<file path="src/rtl/ifetch_queue.sv">
// ifetch_queue -- instruction fetch front end with a prefetch queue.
//
// Issues in-order word fetches to a variable-latency instruction memory and
// buffers returned words, each paired with its next-PC, in a DEPTH-entry FIFO
// that feeds the ID stage through a valid/ready handshake. A taken branch
// from EX redirects fetch, empties the FIFO and arranges for every response
// still in flight to be discarded.
//
// Ports:
//   CLK          clock, all state on posedge
//   RST_X        asynchronous active-low reset
//   IMEM_REQ     fetch request valid
//   IMEM_ADDR    fetch byte address (bits [1:0] always 0)
//   IMEM_RDY     memory accepts the request this cycle
//   IMEM_RVALID  response valid (in request order, no backpressure)
//   IMEM_RDATA   response instruction word
//   BR_TKN       taken-branch pulse from EX
//   BR_TPC       branch target (bits [1:0] ignored)
//   ID_VALID     ID_IR/ID_NPC hold a valid instruction
//   ID_READY     ID consumes the head entry
//   ID_IR        head instruction word
//   ID_NPC       head instruction address + 4
//
// Configuration macro:
//   IFQ_NOP_FILL_EN  when defined, ID_IR shows NOP_WORD while the queue is
//                    empty; otherwise it shows 0.

module ifetch_queue #(
   parameter int unsigned DEPTH    = 4,
   parameter logic [31:0] NOP_WORD = 32'h0000_0020
) (
   input  logic        CLK,
   input  logic        RST_X,
   output logic        IMEM_REQ,
   output logic [31:0] IMEM_ADDR,
   input  logic        IMEM_RDY,
   input  logic        IMEM_RVALID,
   input  logic [31:0] IMEM_RDATA,
   input  logic        BR_TKN,
   input  logic [31:0] BR_TPC,
   output logic        ID_VALID,
   input  logic        ID_READY,
   output logic [31:0] ID_IR,
   output logic [31:0] ID_NPC
);

   localparam int unsigned AW = $clog2(DEPTH);
   localparam int unsigned CW = AW + 1;

`ifdef IFQ_NOP_FILL_EN
   localparam logic [31:0] EMPTY_IR = NOP_WORD;
`else
   localparam logic [31:0] EMPTY_IR = 32'h0000_0000;
   logic [31:0] unused_nop_word;
   assign unused_nop_word = NOP_WORD;
`endif

   logic [31:0]   fetch_pc_q, fetch_pc_d;
   logic [31:0]   resp_pc_q, resp_pc_d;
   logic [AW-1:0] rd_ptr_q, rd_ptr_d;
   logic [AW-1:0] wr_ptr_q, wr_ptr_d;
   logic [CW-1:0] count_q, count_d;
   logic [CW-1:0] inflight_q, inflight_d;
   logic [CW-1:0] drop_q, drop_d;

   logic [31:0]   ir_mem  [DEPTH];
   logic [31:0]   npc_mem [DEPTH];

   logic [CW:0]   credit_used;
   logic [31:0]   br_pc;
   logic          accept;
   logic          push;
   logic          pop;
   logic          unused_tpc_bits;

   assign unused_tpc_bits = ^BR_TPC[1:0];
   assign br_pc           = {BR_TPC[31:2], 2'b00};

   // Buffered plus outstanding words may never exceed DEPTH, so every
   // response always has a free slot waiting for it.
   assign credit_used = {1'b0, inflight_q} + {1'b0, count_q};

   // Gated by RST_X so the request is held low while reset is asserted.
   assign IMEM_REQ  = RST_X & ~BR_TKN & (credit_used < (CW+1)'(DEPTH));
   assign IMEM_ADDR = fetch_pc_q;
   assign accept    = IMEM_REQ & IMEM_RDY;

   // Responses owed to a pre-redirect request (drop > 0) or arriving in the
   // redirect cycle itself never enter the FIFO.
   assign push = IMEM_RVALID & ~BR_TKN & (drop_q == '0);

   assign ID_VALID = (count_q != '0);
   assign pop      = ID_VALID & ID_READY & ~BR_TKN;

   // ID outputs come straight from storage; no bypass from IMEM_RDATA.
   assign ID_IR  = ID_VALID ? ir_mem[rd_ptr_q]  : EMPTY_IR;
   assign ID_NPC = ID_VALID ? npc_mem[rd_ptr_q] : 32'h0000_0000;

   always_comb begin
      fetch_pc_d = fetch_pc_q;
      resp_pc_d  = resp_pc_q;
      rd_ptr_d   = rd_ptr_q;
      wr_ptr_d   = wr_ptr_q;
      count_d    = count_q;
      drop_d     = drop_q;
      inflight_d = inflight_q + CW'(accept) - CW'(IMEM_RVALID);

      if (BR_TKN) begin
         fetch_pc_d = br_pc;
         resp_pc_d  = br_pc;
         rd_ptr_d   = '0;
         wr_ptr_d   = '0;
         count_d    = '0;
         // inflight already counts the responses still owed to an earlier
         // redirect, so everything outstanding after this edge is stale.
         drop_d     = inflight_q - CW'(IMEM_RVALID);
      end else begin
         if (accept) begin
            fetch_pc_d = fetch_pc_q + 32'd4;
         end
         if (push) begin
            wr_ptr_d  = wr_ptr_q + AW'(1);
            resp_pc_d = resp_pc_q + 32'd4;
         end
         if (IMEM_RVALID && (drop_q != '0)) begin
            drop_d = drop_q - CW'(1);
         end
         if (pop) begin
            rd_ptr_d = rd_ptr_q + AW'(1);
         end
         count_d = count_q + CW'(push) - CW'(pop);
      end
   end

   always_ff @(posedge CLK or negedge RST_X) begin
      if (!RST_X) begin
         fetch_pc_q <= '0;
         resp_pc_q  <= '0;
         rd_ptr_q   <= '0;
         wr_ptr_q   <= '0;
         count_q    <= '0;
         inflight_q <= '0;
         drop_q     <= '0;
      end else begin
         fetch_pc_q <= fetch_pc_d;
         resp_pc_q  <= resp_pc_d;
         rd_ptr_q   <= rd_ptr_d;
         wr_ptr_q   <= wr_ptr_d;
         count_q    <= count_d;
         inflight_q <= inflight_d;
         drop_q     <= drop_d;
      end
   end

   // Storage is qualified by count, so it needs no reset.
   always_ff @(posedge CLK) begin
      if (push) begin
         ir_mem[wr_ptr_q]  <= IMEM_RDATA;
         npc_mem[wr_ptr_q] <= resp_pc_q + 32'd4;
      end
   end

   push_not_full: assert property (@(posedge CLK) disable iff (!RST_X)
      push |-> (count_q != CW'(DEPTH)));

endmodule
</file>
<file path="config.mk">
export PLATFORM = sky130hd
export DESIGN_NAME = ifetch_queue
export DESIGN_NICKNAME = d
export VERILOG_FILES = /design/src/rtl/ifetch_queue.sv
export SDC_FILE = /design/constraint.sdc
export NUM_CORES = 1
export LEC_CHECK = 0
export ABC_AREA = 0
export ABC_CLOCK_PERIOD_IN_PS = 7010
export CAP_MARGIN = 5
export CORE_MARGIN = 4
export CORE_UTILIZATION = 60
export DETAILED_ROUTE_END_ITERATION = 6
export PLACE_DENSITY = 0.89
export SLEW_MARGIN = 20
export SYNTH_ARGS = -nofsm -noshare
export SYNTH_HDL_FRONTEND = slang
export SYNTH_SLANG_ARGS = --single-unit
</file>
<file path="constraint.sdc">
create_clock -name CLK -period 7.01 [get_ports CLK]
set_input_delay 0.701 -clock CLK [delete_from_list [all_inputs] [get_ports CLK]]
set_output_delay 0.701 -clock CLK [all_outputs]
set_load 0.05 [all_outputs]
</file>
=== After elaboration in Yosys (flattened, before gate mapping) ===
Memory sizes are Yosys's and may differ from the RTL's.
Index checks and enable logic that the tools add are counted.
Widths: inputs -> output; s select.

* Add/subtract/negate cells: 11
* Magnitude comparators: 1
* Muxes and demuxes: 15
* Bitwise operators: 8
* Reductions and logical operators: 8

{| class="wikitable"
|+ Operators by type and width
! kind !! count
|-
| $mux 32 || 6
|-
| $add 32x3->32 const B || 2
|-
| $mux 3 || 3
|-
| $sub 3x1->3 || 3
|-
| $mux 2 || 4
|-
| $reduce_bool 2->1 || 4
|-
| $and 1x1->1 || 7
|-
| $add 3x1->3 || 2
|-
| $reduce_bool 3->1 || 2
|-
| $add 2x1->2 const B || 2
|-
| $add 3x3->4 || 1
|-
| $lt 4x3->1 const B || 1
|-
| $logic_not 3->1 || 1
|-
| $sub 3x1->3 const B || 1
|-
| $mux 1 || 2
|-
| $logic_and 1x1->1 || 1
|-
| $not 1->1 || 1
|}

* Bits in registers: 77
* RAM bits: 256
* Bits of input ports: 70
* Output and inout bits: 98
* Logic and storage cells: 52
* Memories: 2

{| class="wikitable"
|+ Memories
! name !! words !! width !! read ports !! clocked after memory_dff !! wr ports !! line !! source
|-
| ir_mem || 4 || 32 || 1 || 0 || 1 || 66 || <nowiki>logic [31:0] ir_mem [DEPTH];</nowiki>
|-
| npc_mem || 4 || 32 || 1 || 0 || 1 || 67 || <nowiki>logic [31:0] npc_mem [DEPTH];</nowiki>
|}

=== Logic depth before layout (Yosys ltp) ===
Gate-level depths: netlist of the first run.

* Word-level depth: 6
* Depth in mapped cells: 12
* Depth with buffers taken out: 12

=== Least setup slack after synthesis of the first run ===
OpenSTA, ideal clock, no wires.

* Path kind: input to register
* Start point: input IMEM_RVALID
* End point: memory ir_mem[0][0], enable pin
* Setup time: 0.427 ns
* Arrival time: 2.886 ns
* Data required time: 6.583 ns
* Slack: 3.697 ns
* Stages: 4
* Buffers on the path: 2
* Cells stage by stage: and3b_1 clkbuf_1 clkbuf_1 and3_1

* Word-level cells in the longest chain between the ends: 4

{| class="wikitable"
|+ RTL lines
! item !! line !! source
|-
| start, declared || 37 || <nowiki>input logic IMEM_RVALID,</nowiki>
|-
| $and 1x1->1 (2 in series) || 90 || <nowiki>assign push = IMEM_RVALID & ~BR_TKN & (drop_q == '0);</nowiki>
|-
| $mux 1 || 157 || <nowiki>if (push) begin</nowiki>
|-
| $mux 1 (implied by the code) || 158 || <nowiki>ir_mem[wr_ptr_q] <= IMEM_RDATA;</nowiki>
|-
| end, declared || 66 ||
|}

No other way between the ends.

=== Worst setup path in the final report of the first run ===
* Start point: register rd_ptr_q[0]
* End point: output ID_IR[12]

* Word-level cells in the longest chain between the ends: 2

{| class="wikitable"
|+ RTL lines
! item !! line !! source
|-
| start, declared || 60 || <nowiki>logic [AW-1:0] rd_ptr_q, rd_ptr_d;</nowiki>
|-
| start signal, assigned || 147 || <nowiki>rd_ptr_q <= rd_ptr_d;</nowiki>
|-
| $mem_v2 4x32 || - ||
|-
| $mux 32 || 96 || <nowiki>assign ID_IR = ID_VALID ? ir_mem[rd_ptr_q] : EMPTY_IR;</nowiki>
|-
| end, declared || 43 || <nowiki>output logic [31:0] ID_IR,</nowiki>
|}

No other way between the ends.

==> results of run 1 <==
==> per-layer routing <==
metal / up-vias / share of wire [%] / global-route usage [%] / wire length, µm
li1: 3798 / - / - / -
met1: 4140 / 41 / 33.4 / 12300
met2: 406 / 48 / 36.8 / 14300
met3: 39 / 9.1 / 5.51 / 2720
met4: 6 / 1.7 / 5.08 / 520
met5: - / 0.11 / 0 / 34
==> path summary, 6_finish.rpt <==
| check | startpoint | to | slack (ns) | cells after the start |
|---|---|---|---|---|
| max in group asynchronous | RST_X | rd_ptr_q[0] | 5.90 | 3 |
| max reg2reg | count_q[2] | inflight_q[2] | 3.66 | 9 |
| min | RST_X | IMEM_ADDR[26] | 0.15 | 2 |
| max | rd_ptr_q[0] | ID_IR[12] | 2.71 | 4 |
| min reg2reg | inflight_q[0] | inflight_q[0] | 0.56 | 1 |
| min in group CLK | inflight_q[0] | inflight_q[0] | 0.56 | 1 |
==> registers in the layout, summed over array words and instances (netlist names) <==
register,flops
IMEM_ADDR,30
drop_q,3
rd_ptr_q,2
wr_ptr_q,2
npc_mem,120
ir_mem,128
count_q,3
resp_pc_q,30
inflight_q,3
==> worst max-delay path: stages, from the launching register on <==
cell and delay (ns):
dfrtp_4 0.85, buf_4 0.63, mux4_2 0.67, and2_1 0.19, clkdlybuf4s50_1 0.70
==> cell families (layout without fill, tap and decap cells) <==
group | count (synthesis) | in the layout
AO/OA/AOI/OAI | 76 | 76
XOR/XNOR | 74 | 74
adder cells (fa/ha/maj) | 18 | 18
buffers and inverters | 80 | 249
flip-flops | 321 | 321
multiplexers | 71 | 71
other | 1 | 5
AND/OR/NAND/NOR | 290 | 290
==> final cells by class <==
type | count | share of cell area, %
clock inverter | 14 | 0.797
tap | 313 | 2.31
multi-input combinational | 533 | 26.6
timing repair buffer | 172 | 9.93
sequential | 321 | 54.7
inverter | 21 | 0.465
clock buffer | 42 | 5.17
antenna | 1 | 0.0148
==> cell usage in the layout, fill, tap and decap left out, drive strengths merged, types with 8 or more instances in the layout <==
cell             n
edfxtp         248
clkdlybuf4s50  159
dfrtp           73
and2            69
mux4            62
nand2           61
clkbuf          42
xnor2           41
nand3           36
nor2            34
o21ai           34
xor2            33
nand4           24
inv             22
ha              16
nor3            15
and3            14
buf             13
o311ai           9
a21boi           8
==> metrics by stage <==
| stage | util, % | hold slack, ns | instance area [µm²] |
|---|---|---|---|
| after floorplan | - | 0.405 | 14100 |
| after global placement | 69.7 | 0.535 | 15900 |
| after detailed placement | 69.7 | 0.545 | 15900 |
| after CTS | 74.2 | 0.144 | 16900 |
| after global routing | 74.2 | 0.168 | 17000 |
| final | 74.2 | 0.148 | 17000 |
==> power groups by stage <==
stage	clock network [W]	logic, W	registers, W
2_1_floorplan	0	0.00135	0.00237
4_1_cts	0.00165	0.00199	0.00233
3_5_place_dp	0	0.00197	0.00237
6_report	0.00163	0.00197	0.00233
3_3_place_gp	0	0.00194	0.00236
5_1_grt	0.00173	0.00209	0.00236
==> results.json, run 1 <==
{
  "relSlewSlack_pct": 30.6,
  "yosysTopAreaCell": "edfxtp_1",
  "critPathKind": "flip-flop to output pin",
  "cts_setup_buffers": 0,
  "core_area_um2": 22800,
  "powerDensity_nw_per_um2": 350,
  "max-vdd-ir-drop_v": 0.000230,
  "synth_compound_area_share_pct": 3.50,
  "cts_hold_buf": 0,
  "first_pass_iters": 4,
  "seq_power_share_pct": 39.3,
  "p_leak_nw": 5.77,
  "nFillCells": 1398,
  "yosysMostFrequentCell": "edfxtp_1",
  "clk_pin_slew_worst_paths_ns": 0.07,
  "port_buffers": 161,
  "cp-end-kind": "output pin",
  "path_max_fanout": 33,
  "power.switching_w": 0.00204,
  "insertion_delay_ns": 0.55,
  "die_h_um": 161,
  "die_w_um": 161,
  "p_sw_share_pct": 34.4,
  "nets": 1167,
  "routedWlPerCell_um": 21.1,
  "vias_per_cell": 5.92,
  "max_freq_mhz": 232,
  "outcome": "complete, no violations",
  "cts-buffers-inserted": 30,
  "setup_ws_ns": 2.71,
  "synth_top_family_by_area": "simple AND/OR/NAND/NOR gates",
  "cp.required_ns": 6.31,
  "synthesis.area_um2": 14100,
  "grt_overflow": 0,
  "io_pins": 168,
  "power_w": 0.00593,
  "worst-endpoint-arrival_ns": 3.60,
  "preCtsSetupSlack_ns": 3.17,
  "yosys.area_share.xor_xnor_pct": 4.60,
  "drtIter0Drc": 725,
  "drive_above_1_share_pct": 13.9,
  "grtUsageTotal_pct": 23.2,
  "worstMarginPinSlew_ns": 1.04,
  "cap_viol_max_count": 0,
  "synthTopCellsByArea": "edfxtp_1 (53%), dfrtp_1 (13%), mux4_2 (9.9%), and2_1 (3.1%), xnor2_1 (2.5%)",
  "stdcell_count": 1417,
  "fin_crit_sh_pct": 61.4,
  "postSynthAreaPerCell_um2": 15.1,
  "seq_area_um2": 9280,
  "place_congestion": 0.864,
  "ys_types": 61,
  "postSynth.asyncResetShare_pct": 22.7,
  "multi_input_area_um2": 4510,
  "pwr-share-clk_pct": 27.5,
  "final-hold-violation-count": 0,
  "clk_path_buf_depth": 3,
  "rsz0062_at_grt": "no",
  "cts_tree": "done",
  "start_util_pct": 61.7,
  "yosys-top-cells-count": "edfxtp_1 (248), dfrtp_1 (73), and2_1 (69), mux4_2 (62), nand2_1 (61)",
  "grt_pass1_wl_um": 47400,
  "area_delta_synth_final_pct": 20.2,
  "synthAdderAreaFrac_pct": 1.70,
  "synth_top_area_share_pct": 52.8,
  "yosys_warnings": 0,
  "dp_hpwl_um": 18400,
  "die-area_um2": 26000,
  "synth_ff_type": "edfxtp_1",
  "htree_levels": 1,
  "grt_max_degree": 66,
  "final.min_clock_period_ns": 4.30,
  "cell_internal_pwr_w": 0.00389,
  "ant_nets": 0,
  "ys_ff_latch": 321,
  "num_rows": 55,
  "num_vias": 8389,
  "synthMuxAreaShare_pct": 10.6,
  "power_frac_comb_pct": 33.2,
  "maxSlewViolCount": 0,
  "final.setup.tns_ns": 0,
  "postCtsResizedCells": 0,
  "syn_inst": 931,
  "grt_pass1_vias": 8344,
  "drc": 0,
  "place_inst": 1360,
  "cp-start-kind": "flip-flop",
  "fin_skew_ns": 0.0200,
  "hold_path.class": "primary input to asynchronous set/reset pin",
  "clock-sinks": 321,
  "antenna_found_initial": 3,
  "finalSetupViolCount": 0,
  "synth-edff-count": 248,
  "seq_area_frac_synth_pct": 65.8,
  "cts_root_buf": "clkbuf_16",
  "synth-simple-area-share_pct": 11.3,
  "routed_wl_um": 29900
}
(Power assumes the default switching activity.)
==> run 2: changes to the inputs <==
ABC_CLOCK_PERIOD_IN_PS = 3500   (was 7010)
CORE_UTILIZATION = 51   (was 60)
PLACE_DENSITY = 0.81   (was 0.89)
clock period = 3.5 ns   (was 7.01 ns; I/O delays follow)
==> run 2 against run 1 <==
Clock-buffer cell count is 1 higher. Critical endpoint is now ID_NPC[19]. Core utilization is 10 points lower. Hold slack better by 0.19 ns. Non-clock buffer count is 10 higher. Critical path depth stayed put. Global-route usage is 4.3 points lower. Sequential share of layout area is 1.2 points lower.
==> results.json, run 2 (synthesis gave the netlist of run 1 again) <==
{
  "start_util_pct": 52.0,
  "outcome": "complete, no violations",
  "met3_usage_pct": 3.48,
  "core_area_um2": 27100,
  "nets": 1181,
  "finalSetupViolCount": 0,
  "clk_path_buf_depth": 3,
  "cts_root_buf": "clkbuf_16",
  "grt_pass1_vias": 8461,
  "cpPeakStageDelay_ns": 0.70,
  "routedWlPerCell_um": 19.5,
  "drc": 0,
  "dp_hpwl_um": 18500,
  "mostFrequentLayoutCells": "edfxtp_1 (248), clkdlybuf4s50_1 (159), dfrtp_1 (71)",
  "preCtsSetupSlack_ns": 0.679,
  "clock-sinks": 321,
  "cp_top_family": "buffers and inverters",
  "max-vdd-ir-drop_v": 0.000321,
  "worst-endpoint-arrival_ns": 2.95,
  "htree_levels": 2,
  "power_w": 0.0123,
  "critPathKind": "flip-flop to output pin",
  "final-hold-violation-count": 0,
  "hold_path.class": "primary input to flip-flop",
  "routed_wl_um": 29000,
  "rsz0062_at_grt": "no",
  "cts_setup_buffers": 0,
  "io_pins": 168,
  "area_delta_synth_final_pct": 22.8,
  "die-area_um2": 30400,
  "grt_busiest_layer": "met2",
  "worstMarginPinSlew_ns": 0.699,
  "cts-buffers-inserted": 34,
  "grtUsageMet1_pct": 27.5,
  "power_frac_comb_pct": 32.6,
  "largest_reg_flops": 128,
  "whs_ns": 0.336,
  "seq_power_share_pct": 37.6,
  "cp-start-kind": "flip-flop",
  "insertion_delay_ns": 0.51,
  "grt_max_degree": 63,
  "num_rows": 60,
  "place_area_um2": 16200,
  "grt_pass1_wl_um": 46000,
  "first_pass_iters": 5,
  "antennaDiodeCount": 0,
  "largestRegisters": "ir_mem x128, npc_mem x120",
  "final_area_um2": 17300,
  "p_leak_nw": 5.92,
  "die_w_um": 174,
  "antenna_found_initial": 0,
  "final_common_cell": "edfxtp_1",
  "powerDensity_nw_per_um2": 711,
  "fin_skew_ns": 0.00927,
  "crit_chain": "buf_4 > mux4_2 > and2_1 > clkdlybuf4s50_1",
  "fin_crit_sh_pct": 94.3,
  "vias_per_cell": 5.59,
  "place_congestion": 0.861,
  "top_register": "ir_mem",
  "power.switching_w": 0.00410,
  "setup_ws_ns": 0.200,
  "final.setup.tns_ns": 0,
  "cell_internal_pwr_w": 0.00821,
  "maxSlewViolCount": 0,
  "num_vias": 8321,
  "cts_tree": "done",
  "crit_buf_inv": 2,
  "cp.required_ns": 3.15,
  "path_max_fanout": 19,
  "pwr-share-clk_pct": 29.8,
  "cp_slowest_cell": "clkdlybuf4s50_1",
  "ant_nets": 0,
  "cap_viol_max_count": 0,
  "grtUsageTotal_pct": 18.9,
  "port_buffers": 161,
  "relSlewSlack_pct": 53.3,
  "drtIter0Drc": 694,
  "clk_pin_slew_worst_paths_ns": 0.06,
  "die_h_um": 174,
  "cp-end-kind": "output pin",
  "p_sw_share_pct": 33.3,
  "grtUsageMet2_pct": 30.3,
  "grt_overflow": 0,
  "final.min_clock_period_ns": 3.30,
  "max_freq_mhz": 303,
  "drive_above_1_share_pct": 14.4
}
[run 2: cell count changes in the layout (fill, tap and decap cells not counted), moves of 4 or more]
cell and delta:
buf_12 +7, clkbuf_4 -5, clkbuf_16 +4, clkinvlp_4 -4
[run 2: what timing repair did]
| action | in CTS | in global routing |
|---|---|---|
| hold buffers | 1 | 0 |
| gates resized for setup | 0 | 0 |
| hold endpoints to repair | 21 | 0 |
[run 2: per-layer routing]
metal	wire, µm	vias to the layer above
met2	13900	306
met5	0	-
li1	-	3825
met1	12800	4154
met3	1820	36
met4	436	0
[run 2: layout make-up]
cell class              count  area, µm²
clock inverters            17        213
clock buffers              43        936
inverters                  21       78.8
repair buffers            182       1850
multi-input cells         533       4500
fillers                  1940       9780
well taps                 372        465
flip-flops and latches    321       9280
[run 2: power groups by stage]
stage | clock network [W] | logic (W) | registers [W]
after floorplan | 0 | 0.00271 | 0.00475
after global placement | 0 | 0.00400 | 0.00469
after detailed placement | 0 | 0.00406 | 0.00470
after CTS | 0.00373 | 0.00407 | 0.00463
after global routing | 0.00390 | 0.00426 | 0.00466
final | 0.00367 | 0.00402 | 0.00463
[run 2: per-stage QoR]
stage / util [%] / instances
floorplan: - / 934
global placement: 59.6 / 1428
detailed placement: 59.6 / 1428
CTS: 63.9 / 1489
global route: 63.9 / 1489
finish: 63.9 / 1489
[run 2: path summary, 6_finish.rpt]
check | end | depth (start not counted) | slack, ns | from
setup / recovery | ID_NPC[19] | 4 | 0.20 | rd_ptr_q[0]
hold / removal | resp_pc_q[28] | 2 | 0.34 | BR_TKN
setup reg to reg | inflight_q[2] | 9 | 0.85 | count_q[2]
hold reg to reg | inflight_q[0] | 1 | 0.54 | inflight_q[0]
max in group asynchronous | rd_ptr_q[0] | 4 | 2.01 | RST_X
min in group asynchronous | IMEM_ADDR[28] | 3 | 0.47 | RST_X
[run 2: worst reg2reg max path, stage by stage, from the launching register on]
cell,delay (ns)
dfrtp_1,0.40
ha_1,0.31
nor4b_2,0.24
and4_1,0.26
inv_2,0.22
ha_1,0.36
inv_1,0.04
ha_1,0.18
fa_1,0.38
xnor2_1,0.14
